==> config.mk <==
export PLATFORM = sky130hd
export DESIGN_NAME = decap_cmp_seq_flat
export DESIGN_NICKNAME = d
export VERILOG_FILES = /design/src/rtl/decap_cmp_seq_pkg.sv /design/src/rtl/decap_cmp_seq_if.sv /design/src/rtl/decap_cmp_seq.sv /design/src/flat_wrapper.sv
export SDC_FILE = /design/constraint.sdc
export NUM_CORES = 1
export LEC_CHECK = 0
export ABC_CLOCK_PERIOD_IN_PS = 2200
export CAP_MARGIN = 20
export CORE_MARGIN = 1
export CORE_UTILIZATION = 38
export CTS_BUF_LIST = sky130_fd_sc_hd__clkbuf_4 sky130_fd_sc_hd__clkbuf_8
export DETAILED_ROUTE_END_ITERATION = 12
export PLACE_DENSITY = 0.77
export SLEW_MARGIN = 5
export SYNTH_ARGS = -nofsm -noshare
export SYNTH_HDL_FRONTEND = slang
export SYNTH_SLANG_ARGS = --single-unit
==> constraint.sdc <==
create_clock -name i_clk -period 2.2 [get_ports i_clk]
set_input_delay 0.33 -clock i_clk [delete_from_list [all_inputs] [get_ports i_clk]]
set_output_delay 0.33 -clock i_clk [all_outputs]
set_load 0.01 [all_outputs]
==> src/rtl/decap_cmp_seq_pkg.sv <==
// Shared types and constants for the decapsulation compare sequencer.
// The optional watchdog is enabled with the CMP_WATCHDOG_EN macro.

package decap_cmp_seq_pkg;

  // Upper bound on segments per run.
  localparam int unsigned DcsNumSegMax = 4;

  typedef enum logic [2:0] {
    StIdle   = 3'd0,
    StLoad   = 3'd1,
    StLaunch = 3'd2,
    StWait   = 3'd3,
    StNext   = 3'd4,
    StFin    = 3'd5
  } dcs_state_e;

  // Width of the segment index: clog2(n), at least one bit.
  function automatic int unsigned dcs_idx_w(input int unsigned n);
    return (n > 1) ? $clog2(n) : 1;
  endfunction

endpackage

==> src/rtl/decap_cmp_seq_if.sv <==
// Control and engine-side signals of the compare sequencer.
// o_timeout exists only when CMP_WATCHDOG_EN is defined.

interface decap_cmp_seq_if #(
  parameter int unsigned AW      = 10,
  parameter int unsigned NUM_SEG = 2
);

  // Host side
  logic                  i_start;
  logic [NUM_SEG*AW-1:0] i_seg_start_addr;
  logic [NUM_SEG*AW-1:0] i_seg_end_addr;
  logic                  o_busy;
  logic                  o_done;
  logic                  o_fail;
  logic                  o_sel_s;
`ifdef CMP_WATCHDOG_EN
  logic                  o_timeout;
`endif

  // mem_compare side
  logic                  o_cmp_start;
  logic [AW-1:0]         o_cmp_start_addr;
  logic [AW-1:0]         o_cmp_end_addr;
  logic                  i_cmp_done;
  logic                  i_cmp_fail;

  // The sequencer itself.
  modport slave (
    input  i_start, i_seg_start_addr, i_seg_end_addr, i_cmp_done, i_cmp_fail,
`ifdef CMP_WATCHDOG_EN
    output o_timeout,
`endif
    output o_cmp_start, o_cmp_start_addr, o_cmp_end_addr, o_busy, o_done, o_fail, o_sel_s
  );

  // Whoever drives the sequencer and plays the engine.
  modport master (
    output i_start, i_seg_start_addr, i_seg_end_addr, i_cmp_done, i_cmp_fail,
`ifdef CMP_WATCHDOG_EN
    input  o_timeout,
`endif
    input  o_cmp_start, o_cmp_start_addr, o_cmp_end_addr, o_busy, o_done, o_fail, o_sel_s
  );

endinterface

==> src/rtl/decap_cmp_seq.sv <==
// Sequencer for mem_compare in the FrodoKEM decapsulation FO check. Walks NUM_SEG address
// segments in order, ORs the per-segment fail flags and drives the s / k' select. Every segment
// always runs, so run time is independent of the compare results.
// Optional watchdog per segment: define CMP_WATCHDOG_EN.

module decap_cmp_seq
  import decap_cmp_seq_pkg::*;
#(
  parameter int unsigned WIDTH         = 128,
  parameter int unsigned MAX_MEM_DEPTH = 640,
  parameter int unsigned NUM_SEG       = 2,
  parameter int unsigned WD_SLACK      = 16
) (
  input logic            i_clk,
  input logic            i_rst,
  decap_cmp_seq_if.slave bus_io
);

  localparam int unsigned AW   = $clog2(MAX_MEM_DEPTH);
  localparam int unsigned SegW = dcs_idx_w(NUM_SEG);

  // Elaboration-time parameter sanity; WIDTH is carried only for consistency with mem_compare.
  if (NUM_SEG < 1 || NUM_SEG > DcsNumSegMax) begin : g_bad_num_seg
    $error("NUM_SEG must be in 1..%0d", DcsNumSegMax);
  end
  if (WIDTH == 0 || MAX_MEM_DEPTH < 2) begin : g_bad_mem
    $error("WIDTH must be nonzero and MAX_MEM_DEPTH at least 2");
  end
  if (WD_SLACK > 32'h0000_FFFF) begin : g_bad_slack
    $error("WD_SLACK too large for the watchdog counter");
  end

  dcs_state_e      state_q, state_d;
  logic [SegW-1:0] seg_idx_q, seg_idx_d;
  logic [AW-1:0]   start_addr_q, start_addr_d;
  logic [AW-1:0]   end_addr_q, end_addr_d;
  logic            busy_q, busy_d;
  logic            fail_q, fail_d;
  logic            sel_s_q, sel_s_d;

  logic [AW-1:0]   seg_start;
  logic [AW-1:0]   seg_end;
  logic            seg_last;

`ifdef CMP_WATCHDOG_EN
  logic [31:0]     wd_cnt_q, wd_cnt_d;
  logic [31:0]     wd_limit;
  logic            timeout_q, timeout_d;

  // end >= start is guaranteed while in WAIT, so the difference never wraps.
  assign wd_limit = 32'(end_addr_q - start_addr_q) + 32'd1 + WD_SLACK;
`endif

  assign seg_start = bus_io.i_seg_start_addr[32'(seg_idx_q) * AW +: AW];
  assign seg_end   = bus_io.i_seg_end_addr[32'(seg_idx_q) * AW +: AW];
  assign seg_last  = (seg_idx_q == SegW'(NUM_SEG - 1));

  // Next-state logic: segment walk, fail accumulation and the final select.
  always_comb begin
    state_d      = state_q;
    seg_idx_d    = seg_idx_q;
    start_addr_d = start_addr_q;
    end_addr_d   = end_addr_q;
    busy_d       = busy_q;
    fail_d       = fail_q;
    sel_s_d      = sel_s_q;
`ifdef CMP_WATCHDOG_EN
    wd_cnt_d     = wd_cnt_q;
    timeout_d    = timeout_q;
`endif

    unique case (state_q)
      StIdle: begin
        if (bus_io.i_start) begin
          state_d   = StLoad;
          seg_idx_d = '0;
          busy_d    = 1'b1;
          fail_d    = 1'b0;
          sel_s_d   = 1'b0;
`ifdef CMP_WATCHDOG_EN
          timeout_d = 1'b0;
`endif
        end
      end

      StLoad: begin
        start_addr_d = seg_start;
        end_addr_d   = seg_end;
        // An inverted range can never match: count it as failed and skip the engine.
        if (seg_end < seg_start) begin
          fail_d  = 1'b1;
          state_d = StNext;
        end else begin
          state_d = StLaunch;
        end
      end

      StLaunch: begin
`ifdef CMP_WATCHDOG_EN
        wd_cnt_d = '0;
`endif
        state_d = StWait;
      end

      StWait: begin
        if (bus_io.i_cmp_done) begin
          fail_d  = fail_q | bus_io.i_cmp_fail;
          state_d = StNext;
`ifdef CMP_WATCHDOG_EN
        end else if (wd_cnt_q + 32'd1 == wd_limit) begin
          fail_d    = 1'b1;
          timeout_d = 1'b1;
          state_d   = StNext;
        end else begin
          wd_cnt_d = wd_cnt_q + 32'd1;
`endif
        end
      end

      StNext: begin
        if (seg_last) begin
          state_d = StFin;
          busy_d  = 1'b0;
          // Select is valid together with the done pulse.
          sel_s_d = fail_q;
        end else begin
          seg_idx_d = seg_idx_q + SegW'(1);
          state_d   = StLoad;
        end
      end

      StFin: begin
        state_d = StIdle;
      end

      default: begin
        state_d = StIdle;
      end
    endcase
  end

  // State registers with synchronous reset; a reset mid-run abandons the run at once.
  always_ff @(posedge i_clk) begin
    if (i_rst) begin
      state_q      <= StIdle;
      seg_idx_q    <= '0;
      start_addr_q <= '0;
      end_addr_q   <= '0;
      busy_q       <= 1'b0;
      fail_q       <= 1'b0;
      sel_s_q      <= 1'b0;
`ifdef CMP_WATCHDOG_EN
      wd_cnt_q     <= '0;
      timeout_q    <= 1'b0;
`endif
    end else begin
      state_q      <= state_d;
      seg_idx_q    <= seg_idx_d;
      start_addr_q <= start_addr_d;
      end_addr_q   <= end_addr_d;
      busy_q       <= busy_d;
      fail_q       <= fail_d;
      sel_s_q      <= sel_s_d;
`ifdef CMP_WATCHDOG_EN
      wd_cnt_q     <= wd_cnt_d;
      timeout_q    <= timeout_d;
`endif
    end
  end

  assign bus_io.o_cmp_start      = (state_q == StLaunch);
  assign bus_io.o_cmp_start_addr = start_addr_q;
  assign bus_io.o_cmp_end_addr   = end_addr_q;
  assign bus_io.o_busy           = busy_q;
  assign bus_io.o_done           = (state_q == StFin);
  assign bus_io.o_fail           = fail_q;
  assign bus_io.o_sel_s          = sel_s_q;
`ifdef CMP_WATCHDOG_EN
  assign bus_io.o_timeout        = timeout_q;
`endif

endmodule

==> src/flat_wrapper.sv <==
// flat-port wrapper written by rule: the top's interface ports become plain ports
module decap_cmp_seq_flat import decap_cmp_seq_pkg::*;
#(
  parameter int unsigned WIDTH         = 128,
  parameter int unsigned MAX_MEM_DEPTH = 640,
  parameter int unsigned NUM_SEG       = 2,
  parameter int unsigned WD_SLACK      = 16
)
  (i_clk, i_rst, bus_io_i_start, bus_io_i_seg_start_addr, bus_io_i_seg_end_addr, bus_io_i_cmp_done, bus_io_i_cmp_fail, bus_io_o_cmp_start, bus_io_o_cmp_start_addr, bus_io_o_cmp_end_addr, bus_io_o_busy, bus_io_o_done, bus_io_o_fail, bus_io_o_sel_s);
  decap_cmp_seq_if #(.AW((10)), .NUM_SEG(NUM_SEG)) bus_io_i ();
  input logic i_clk;
  input logic i_rst;
  input wire logic [$bits(bus_io_i.i_start)-1:0] bus_io_i_start;
  input wire logic [$bits(bus_io_i.i_seg_start_addr)-1:0] bus_io_i_seg_start_addr;
  input wire logic [$bits(bus_io_i.i_seg_end_addr)-1:0] bus_io_i_seg_end_addr;
  input wire logic [$bits(bus_io_i.i_cmp_done)-1:0] bus_io_i_cmp_done;
  input wire logic [$bits(bus_io_i.i_cmp_fail)-1:0] bus_io_i_cmp_fail;
  output wire logic [$bits(bus_io_i.o_cmp_start)-1:0] bus_io_o_cmp_start;
  output wire logic [$bits(bus_io_i.o_cmp_start_addr)-1:0] bus_io_o_cmp_start_addr;
  output wire logic [$bits(bus_io_i.o_cmp_end_addr)-1:0] bus_io_o_cmp_end_addr;
  output wire logic [$bits(bus_io_i.o_busy)-1:0] bus_io_o_busy;
  output wire logic [$bits(bus_io_i.o_done)-1:0] bus_io_o_done;
  output wire logic [$bits(bus_io_i.o_fail)-1:0] bus_io_o_fail;
  output wire logic [$bits(bus_io_i.o_sel_s)-1:0] bus_io_o_sel_s;
  assign bus_io_i.i_start = bus_io_i_start;
  assign bus_io_i.i_seg_start_addr = bus_io_i_seg_start_addr;
  assign bus_io_i.i_seg_end_addr = bus_io_i_seg_end_addr;
  assign bus_io_i.i_cmp_done = bus_io_i_cmp_done;
  assign bus_io_i.i_cmp_fail = bus_io_i_cmp_fail;
  assign bus_io_o_cmp_start = bus_io_i.o_cmp_start;
  assign bus_io_o_cmp_start_addr = bus_io_i.o_cmp_start_addr;
  assign bus_io_o_cmp_end_addr = bus_io_i.o_cmp_end_addr;
  assign bus_io_o_busy = bus_io_i.o_busy;
  assign bus_io_o_done = bus_io_i.o_done;
  assign bus_io_o_fail = bus_io_i.o_fail;
  assign bus_io_o_sel_s = bus_io_i.o_sel_s;
  decap_cmp_seq #(.WIDTH(WIDTH), .MAX_MEM_DEPTH(MAX_MEM_DEPTH), .NUM_SEG(NUM_SEG), .WD_SLACK(WD_SLACK)) u_core (.i_clk(i_clk), .i_rst(i_rst), .bus_io(bus_io_i));
endmodule
==> results by group, run 1 <==
Power
  – Total chip power: 1.349 mW
  – P_leak: 0.9062 nW
  – Pwr Density: 546.9 mW/mm^2
  – Maximum vdd drop: 0.0002777 V

Floorplan
  – Num ports: 70
  – Die Span X: 65.41 um
  – Die height: 65.41 um
  – Row count: 22
  – Full die area: 0.004278 mm^2
  – Initial core utilization: 40.51%
  – Core area: 0.003771 mm^2

Synthesis
  – Yosys warning count: 0
  – Average cell area after synthesis: 8.730 um^2
  – Top-area cell type share of the netlist area: 35.38%
  – Dominant cell type by area after synthesis: dfxtp_1
  – Ys flop type: dfxtp_1
  – Top-count cell post-synth: nor2_1
  – Syn Inst Count: 175
  – Most frequent cells after synthesis: nor2_1, dfxtp_1, a211oi_1, mux2i_1, nor3_1
  – Synthesized flop and latch total: 27
  – Netlist cell types: 38
  – Post-Syn Area: 0.001528 mm^2
  – Top post-synthesis cells by area: dfxtp_1, nor2_1, ha_1
  – Post-synth ARST share: 0%
  – EDFF count, synth: 0
  – Synth Net Count: 229
  – Sequential fraction of the synthesis area: 35.38%

Clock tree
  – Clock Pin Slew Worst Setup and Hold Paths: 0.09 ns
  – CTS tree: done
  – CTS max path bufs: 2
  – H-tree depth: 1
  – Clock latency on the worst-skew pair: 0.28 ns
  – Inserted Clock Buffers: 3
  – Clk sinks: 27
  – Root Driver: clkbuf_8
  – # hold bufs at CTS: 0

Place
  – Post-DP HPWL: 2994 um
  – Placed insts: 291
  – Routability Congestion: 0.8027
  – I/O Buffers: 69

Setup path
  – Worst-path fanout max: 9
  – CP bufs+invs: 2
  – CP Class: flip-flop to flip-flop
  – Critical path launch point type: flip-flop
  – Delay of the slowest cell on the worst path: 0.39 ns
  – Required time of the worst setup path: 2.38 ns
  – Slowest CP cell: a221o_1
  – Reg2Reg Setup Slack: 0.04 ns
  – Crit-path cells: buf_12 -> buf_12 -> mux2_4 -> ha_1 -> a21oi_1 -> o21ai_0 -> a221o_1 -> o31ai_1
  – Worst EP arrival: 2.34 ns
  – Crit. End Element: flip-flop
  – CP top delay family: compound AO/OA/AOI/OAI gates
  – Most frequent CP cell: buf_12

STA
  – Fin. Hold Viols: 0
  – Fmax: 462.5 MHz
  – Worst-Margin Slew: 0.4227 ns
  – Endpoints failing setup: 0
  – Slew Limit Fails: 0
  – Slew headroom: 71.78%
  – Minimum clock period: 2.162 ns
  – Clock skew: 0.002332 ns
  – Final period util: 98.28%

Detailed routing
  – Routed vias/inst: 5.111
  – DR iter-0 viols: 107
  – WL final: 4004 um
  – Via count: 1523
  – WL/cell: 13.44 um
  – Drt first pass iters: 4
  – DR DRC count: 0
  – ANT nets after route: 0

Final layout
  – Fill cell count: 313
  – Area Growth Syn to Fin: 61.43%
  – Ratio of cells with drive above 1 in the final layout: 16.00%
  – Antenna diodes: 0
  – Fin cells: 298
  – Final core occ: 65.39%
  – Nets: 305

GRT
  – Antenna violations before repair: 0
  – Vias in the first global route: 1292
  – Gr usage total: 18.08%
  – Wire length of the first global-routing pass: 5975 um
  – Largest net degree at the start of global routing: 34
  – Total global routing overflow: 0

Worst hold path
  – Min-delay worst type: flip-flop to flip-flop

Outcome
  – Status: complete, no violations

Flow run
  – Max_cap viols: 0
per-stage QoR:
| stage | area [um^2] | hold slack (ns) | TNS (ns) | setup WS [ns] |
|---|---|---|---|---|
| floorplan | 1530 | 0.4883 | 0 | 0.01831 |
| global placement | 2308 | 0.4662 | -0.2256 | -0.1200 |
| detailed placement | 2308 | 0.4693 | -0.2406 | -0.1489 |
| CTS | 2359 | 0.4845 | 0 | 0.01301 |
| global route | 2466 | 0.5214 | -0.03348 | -0.02556 |
| finish | 2466 | 0.4828 | 0 | 0.03794 |
kinds of logic (layout without fill, tap and decap cells):
logic type,after synthesis,in the layout,share of synthesized area (%)
and+or+nand+nor,64,64,19.74
AOI/OAI and AO/OA,39,39,18.18
DFF,27,27,35.38
muxes,20,20,13.84
buffers and inverters,16,91,5.487
adders and majority gates,9,9,7.371
where the power goes:
group	total, mW	switching, mW	leakage [nW]	internal, mW
combinational	0.482	0.205	0.662	0.278
clock	0.290	0.161	0.0217	0.129
sequential	0.577	0.0374	0.223	0.539
total	1.35	0.403	0.906	0.946
metal layers:
metal	part of all wire, %	GRT usage (%)
met1	43	23.06
met2	48	29.90
met3	7.5	5.208
met4	0.67	4.076
met5	0	0
placed cells by master, fill, tap and decap left out, types with 3 or more instances in the layout:
cell	count
mux2_2	6
mux2i_2	3
buf_4	13
nor3_1	10
a211oi_1	11
o31ai_1	3
mux2i_1	7
clkdlybuf4s50_1	69
mux2_4	3
nand2_1	7
o21ai_0	4
dfxtp_1	26
a21oi_1	9
clkbuf_8	3
ha_1	7
nand3_1	4
nor2_1	32
worst paths after layout:
kind | from | endpoint | cells after the start
worst max-delay path | u_core.seg_idx_q$_SDFFE_PP0P_ | u_core.bus_io.o_fail$_SDFFE_PP0P_ | 8
worst min-delay path | u_core.bus_io.o_sel_s$_SDFFE_PP0P_ | u_core.bus_io.o_sel_s$_SDFFE_PP0P_ | 2
worst max register to register | u_core.seg_idx_q$_SDFFE_PP0P_ | u_core.bus_io.o_fail$_SDFFE_PP0P_ | 8
worst min register to register | u_core.bus_io.o_sel_s$_SDFFE_PP0P_ | u_core.bus_io.o_sel_s$_SDFFE_PP0P_ | 2
sequential cells by signal (all words and copies together), names as in the netlist:
| name | cells |
|---|---|
| u_core.bus_io.o_cmp_end_addr | 10 |
| u_core.bus_io.o_sel_s | 1 |
| u_core.seg_idx_q | 1 |
| u_core.state_q | 3 |
| u_core.bus_io.o_fail | 1 |
| u_core.bus_io.o_cmp_start_addr | 10 |
| u_core.bus_io.o_busy | 1 |
area by class of cell:
type                    instances  area (um^2)  area share, %
multi-input cells             132        975.9          39.57
flip-flops and latches         27        541.8          21.97
clock buffers                   3        41.29          1.674
clock inverters                 1        7.507         0.3044
well taps                      48        60.06          2.435
inverters                       3        11.26         0.4566
repair buffers                 84        828.3          33.59
timing repair:
item                       CTS  global route
buffers inserted             0             3
setup endpoints to repair    1             2
gates cloned                 0             0
pin swaps                    1             4
resized for setup            1            15
worst reg2reg max path, delay by kind of cell, from the launching register on:
family / cells / cell delay, ns
AO/OA/AOI/OAI: 4 / 0.91
flip-flops: 1 / 0.36
multiplexers: 1 / 0.31
buffers and inverters: 2 / 0.28
adder cells (fa/ha/maj): 1 / 0.20
(Power assumes the default switching activity.)
==> inputs of run 2 (changes only) <==
Settings changed: CELL_PAD_IN_SITES_DETAIL_PLACEMENT set to 0, CELL_PAD_IN_SITES_GLOBAL_PLACEMENT set to 1, CORE_UTILIZATION 38 to 27, PLACE_DENSITY 0.77 to unset, PLACE_DENSITY_LB_ADDON set to 0.1.
==> results by group, run 2 (synthesis gave the netlist of run 1 again) <==
Outcome
  – Status: complete, no violations (unchanged)

STA
  – Endpoints failing setup: 0 (unchanged)
  – Final WS setup: 0.04259 ns (was 0.03794 ns)
  – Final period util: 98.06% (was 98.28%)
  – Slew headroom: 76.87% (was 71.78%)
  – Slew Limit Fails: 0 (unchanged)
  – Minimum clock period: 2.157 ns (was 2.162 ns)
  – Hold_ws: 0.4699 ns (was 0.4828 ns)
  – Fmax: 463.5 MHz (was 462.5 MHz)
  – Worst-Margin Slew: 0.3457 ns (was 0.4227 ns)
  – Clock skew: 0.004489 ns (was 0.002332 ns)
  – Unrepaired setup endpoints after global routing: true
  – Fin. Hold Viols: 0 (unchanged)
  – Setup_tns: 0 ns (unchanged)

Detailed routing
  – WL/cell: 13.16 um (was 13.44 um)
  – DR iter-0 viols: 38 (was 107)
  – DR DRC count: 0 (unchanged)
  – WL final: 4344 um (was 4004 um)
  – ANT nets after route: 0 (unchanged)
  – Routed vias/inst: 4.630 (was 5.111)
  – Drt first pass iters: 4 (unchanged)
  – Via count: 1528 (was 1523)

Setup path
  – Crit path capture: u_core.state_q[1]$_SDFFE_PP0P_ (was u_core.bus_io.o_fail$_SDFFE_PP0P_)
  – Reg2reg end: u_core.state_q[1]$_SDFFE_PP0P_ (was u_core.bus_io.o_fail$_SDFFE_PP0P_)
  – Worst EP arrival: 2.34 ns (about the same)
  – Crit. End Element: flip-flop (unchanged)
  – Critical path launch point type: flip-flop (unchanged)
  – CP startpoint: u_core.seg_idx_q$_SDFFE_PP0P_ (unchanged)
  – Worst R2R Start: u_core.seg_idx_q$_SDFFE_PP0P_ (unchanged)
  – Reg2Reg Setup Slack: 0.04 ns (about the same)
  – CP Class: flip-flop to flip-flop (unchanged)
  – Required time of the worst setup path: 2.38 ns (about the same)
  – Worst-case reg-to-reg path depth: 7 (was 8)
  – Worst-path fanout max: 7 (was 9)

Clock tree
  – # hold bufs at CTS: 0 (unchanged)
  – Clock Pin Slew Worst Setup and Hold Paths: 0.10 ns (was 0.09 ns)
  – Clock latency on the worst-skew pair: 0.28 ns (about the same)
  – CTS max path bufs: 2 (unchanged)
  – Root Driver: clkbuf_8 (unchanged)
  – Inserted Clock Buffers: 3 (unchanged)
  – Clk sinks: 27 (unchanged)
  – CTS tree: done (unchanged)
  – H-tree depth: 1 (unchanged)

Floorplan
  – Die Span X: 77.22 um (was 65.41 um)
  – Core area: 0.005473 mm^2 (was 0.003771 mm^2)
  – Num ports: 70 (unchanged)
  – Row count: 27 (was 22)
  – Full die area: 0.005963 mm^2 (was 0.004278 mm^2)
  – Die height: 77.22 um (was 65.41 um)
  – Initial core utilization: 27.91% (was 40.51%)

GRT
  – Antenna violations before repair: 0 (unchanged)
  – Total global routing overflow: 0 (unchanged)
  – Vias in the first global route: 1505 (was 1292)
  – Wire length of the first global-routing pass: 7065 um (was 5975 um)
  – Largest net degree at the start of global routing: 34 (unchanged)
  – Gr usage total: 14.88% (was 18.08%)

Flow run
  – Max_cap viols: 0 (unchanged)

Final layout
  – Nets: 313 (was 305)
  – Final core occ: 47.05% (was 65.39%)
  – Ratio of cells with drive above 1 in the final layout: 19.38% (was 16.00%)
  – Fin cells: 330 (was 298)
  – Antenna diodes: 0 (unchanged)
  – Commonest non-fill, non-tap cell in the layout: clkdlybuf4s50_1 (unchanged)
  – Most frequent cells in the layout: clkdlybuf4s50_1, nor2_1, dfxtp_1 (unchanged)
  – Post-route cell area: 0.002575 mm^2 (was 0.002466 mm^2)
  – Area Growth Syn to Fin: 68.55% (was 61.43%)
  – Fill cell count: 561 (was 313)

Place
  – Dpl ws: -0.1623 ns (was -0.1489 ns)
  – I/O Buffers: 69 (unchanged)
  – Dpl cell area: 0.002406 mm^2 (was 0.002308 mm^2)
  – Placed insts: 324 (was 291)
  – Routability Congestion: 0.7020 (was 0.8027)
  – Post-DP HPWL: 3244 um (was 2994 um)

Power
  – Maximum vdd drop: 0.0002749 V (was 0.0002777 V)
  – P_leak: 0.9426 nW (was 0.9062 nW)
  – Pwr Density: 535.2 mW/mm^2 (was 546.9 mW/mm^2)
  – Total chip power: 1.378 mW (was 1.349 mW)

Worst hold path
  – Min-delay worst type: flip-flop to flip-flop (unchanged)
==> run 2: worst min path at each step <==
stage               cells after the start                                            from                                        endpoint  slack, ns
detailed placement                      2              u_core.bus_io.o_sel_s$_SDFFE_PP0P_              u_core.bus_io.o_sel_s$_SDFFE_PP0P_       0.46
global route                            2  u_core.bus_io.o_cmp_start_addr[4]$_SDFFE_PP0P_  u_core.bus_io.o_cmp_start_addr[4]$_SDFFE_PP0P_       0.52
floorplan                               2              u_core.bus_io.o_sel_s$_SDFFE_PP0P_              u_core.bus_io.o_sel_s$_SDFFE_PP0P_       0.49
finish                                  2              u_core.bus_io.o_sel_s$_SDFFE_PP0P_              u_core.bus_io.o_sel_s$_SDFFE_PP0P_       0.47
global placement                        2              u_core.bus_io.o_sel_s$_SDFFE_PP0P_              u_core.bus_io.o_sel_s$_SDFFE_PP0P_       0.46
CTS                                     2              u_core.bus_io.o_sel_s$_SDFFE_PP0P_              u_core.bus_io.o_sel_s$_SDFFE_PP0P_       0.47
==> run 2: final cells by class <==
class                   instances  area (um^2)  share of cell area [%]
clock buffers                   3        41.29                   1.603
clock inverters                 1        7.507                  0.2915
repair buffers                 92        904.6                   35.13
inverters                       3        11.26                  0.4373
well taps                      72        90.09                   3.499
flip-flops and latches         27        545.5                   21.19
multi-input cells             132        974.7                   37.85
==> run 2: what timing repair did <==
action                     4_1_cts  5_1_grt
resized for setup                2       12
gates cloned                     1        0
buffers inserted                 1        0
setup endpoints to repair        3        4
pin swaps                        2        3
==> run 2: report_power, final <==
group          switching, mW  total (mW)  internal [mW]
clock                  0.170       0.299          0.129
sequential            0.0348       0.574          0.539
combinational          0.212       0.505          0.293
total                  0.417        1.38          0.961
==> run 2: per-layer routing <==
metal	wire, um	GRT usage [%]	vias up
li1	-	-	796
met1	1969	18.15	695
met2	2161	26.64	33
met3	176	2.500	4
met4	36	3.962	0
met5	0	0	-
==> run 2: critical path, cell delays in order, from the launching register on <==
cell       delay (ns)
dfxtp_4          0.39
bufbuf_16        0.27
buf_4            0.14
mux2i_1          0.28
ha_1             0.30
a31oi_2          0.26
a2111oi_4        0.12
o31a_1           0.30
==> inputs of run 3 (changes only) <==
Settings changed: SLEW_MARGIN 5 to unset.
==> results of run 3 <==
The final DEF is identical to that of run 2; final timing and power are the same.
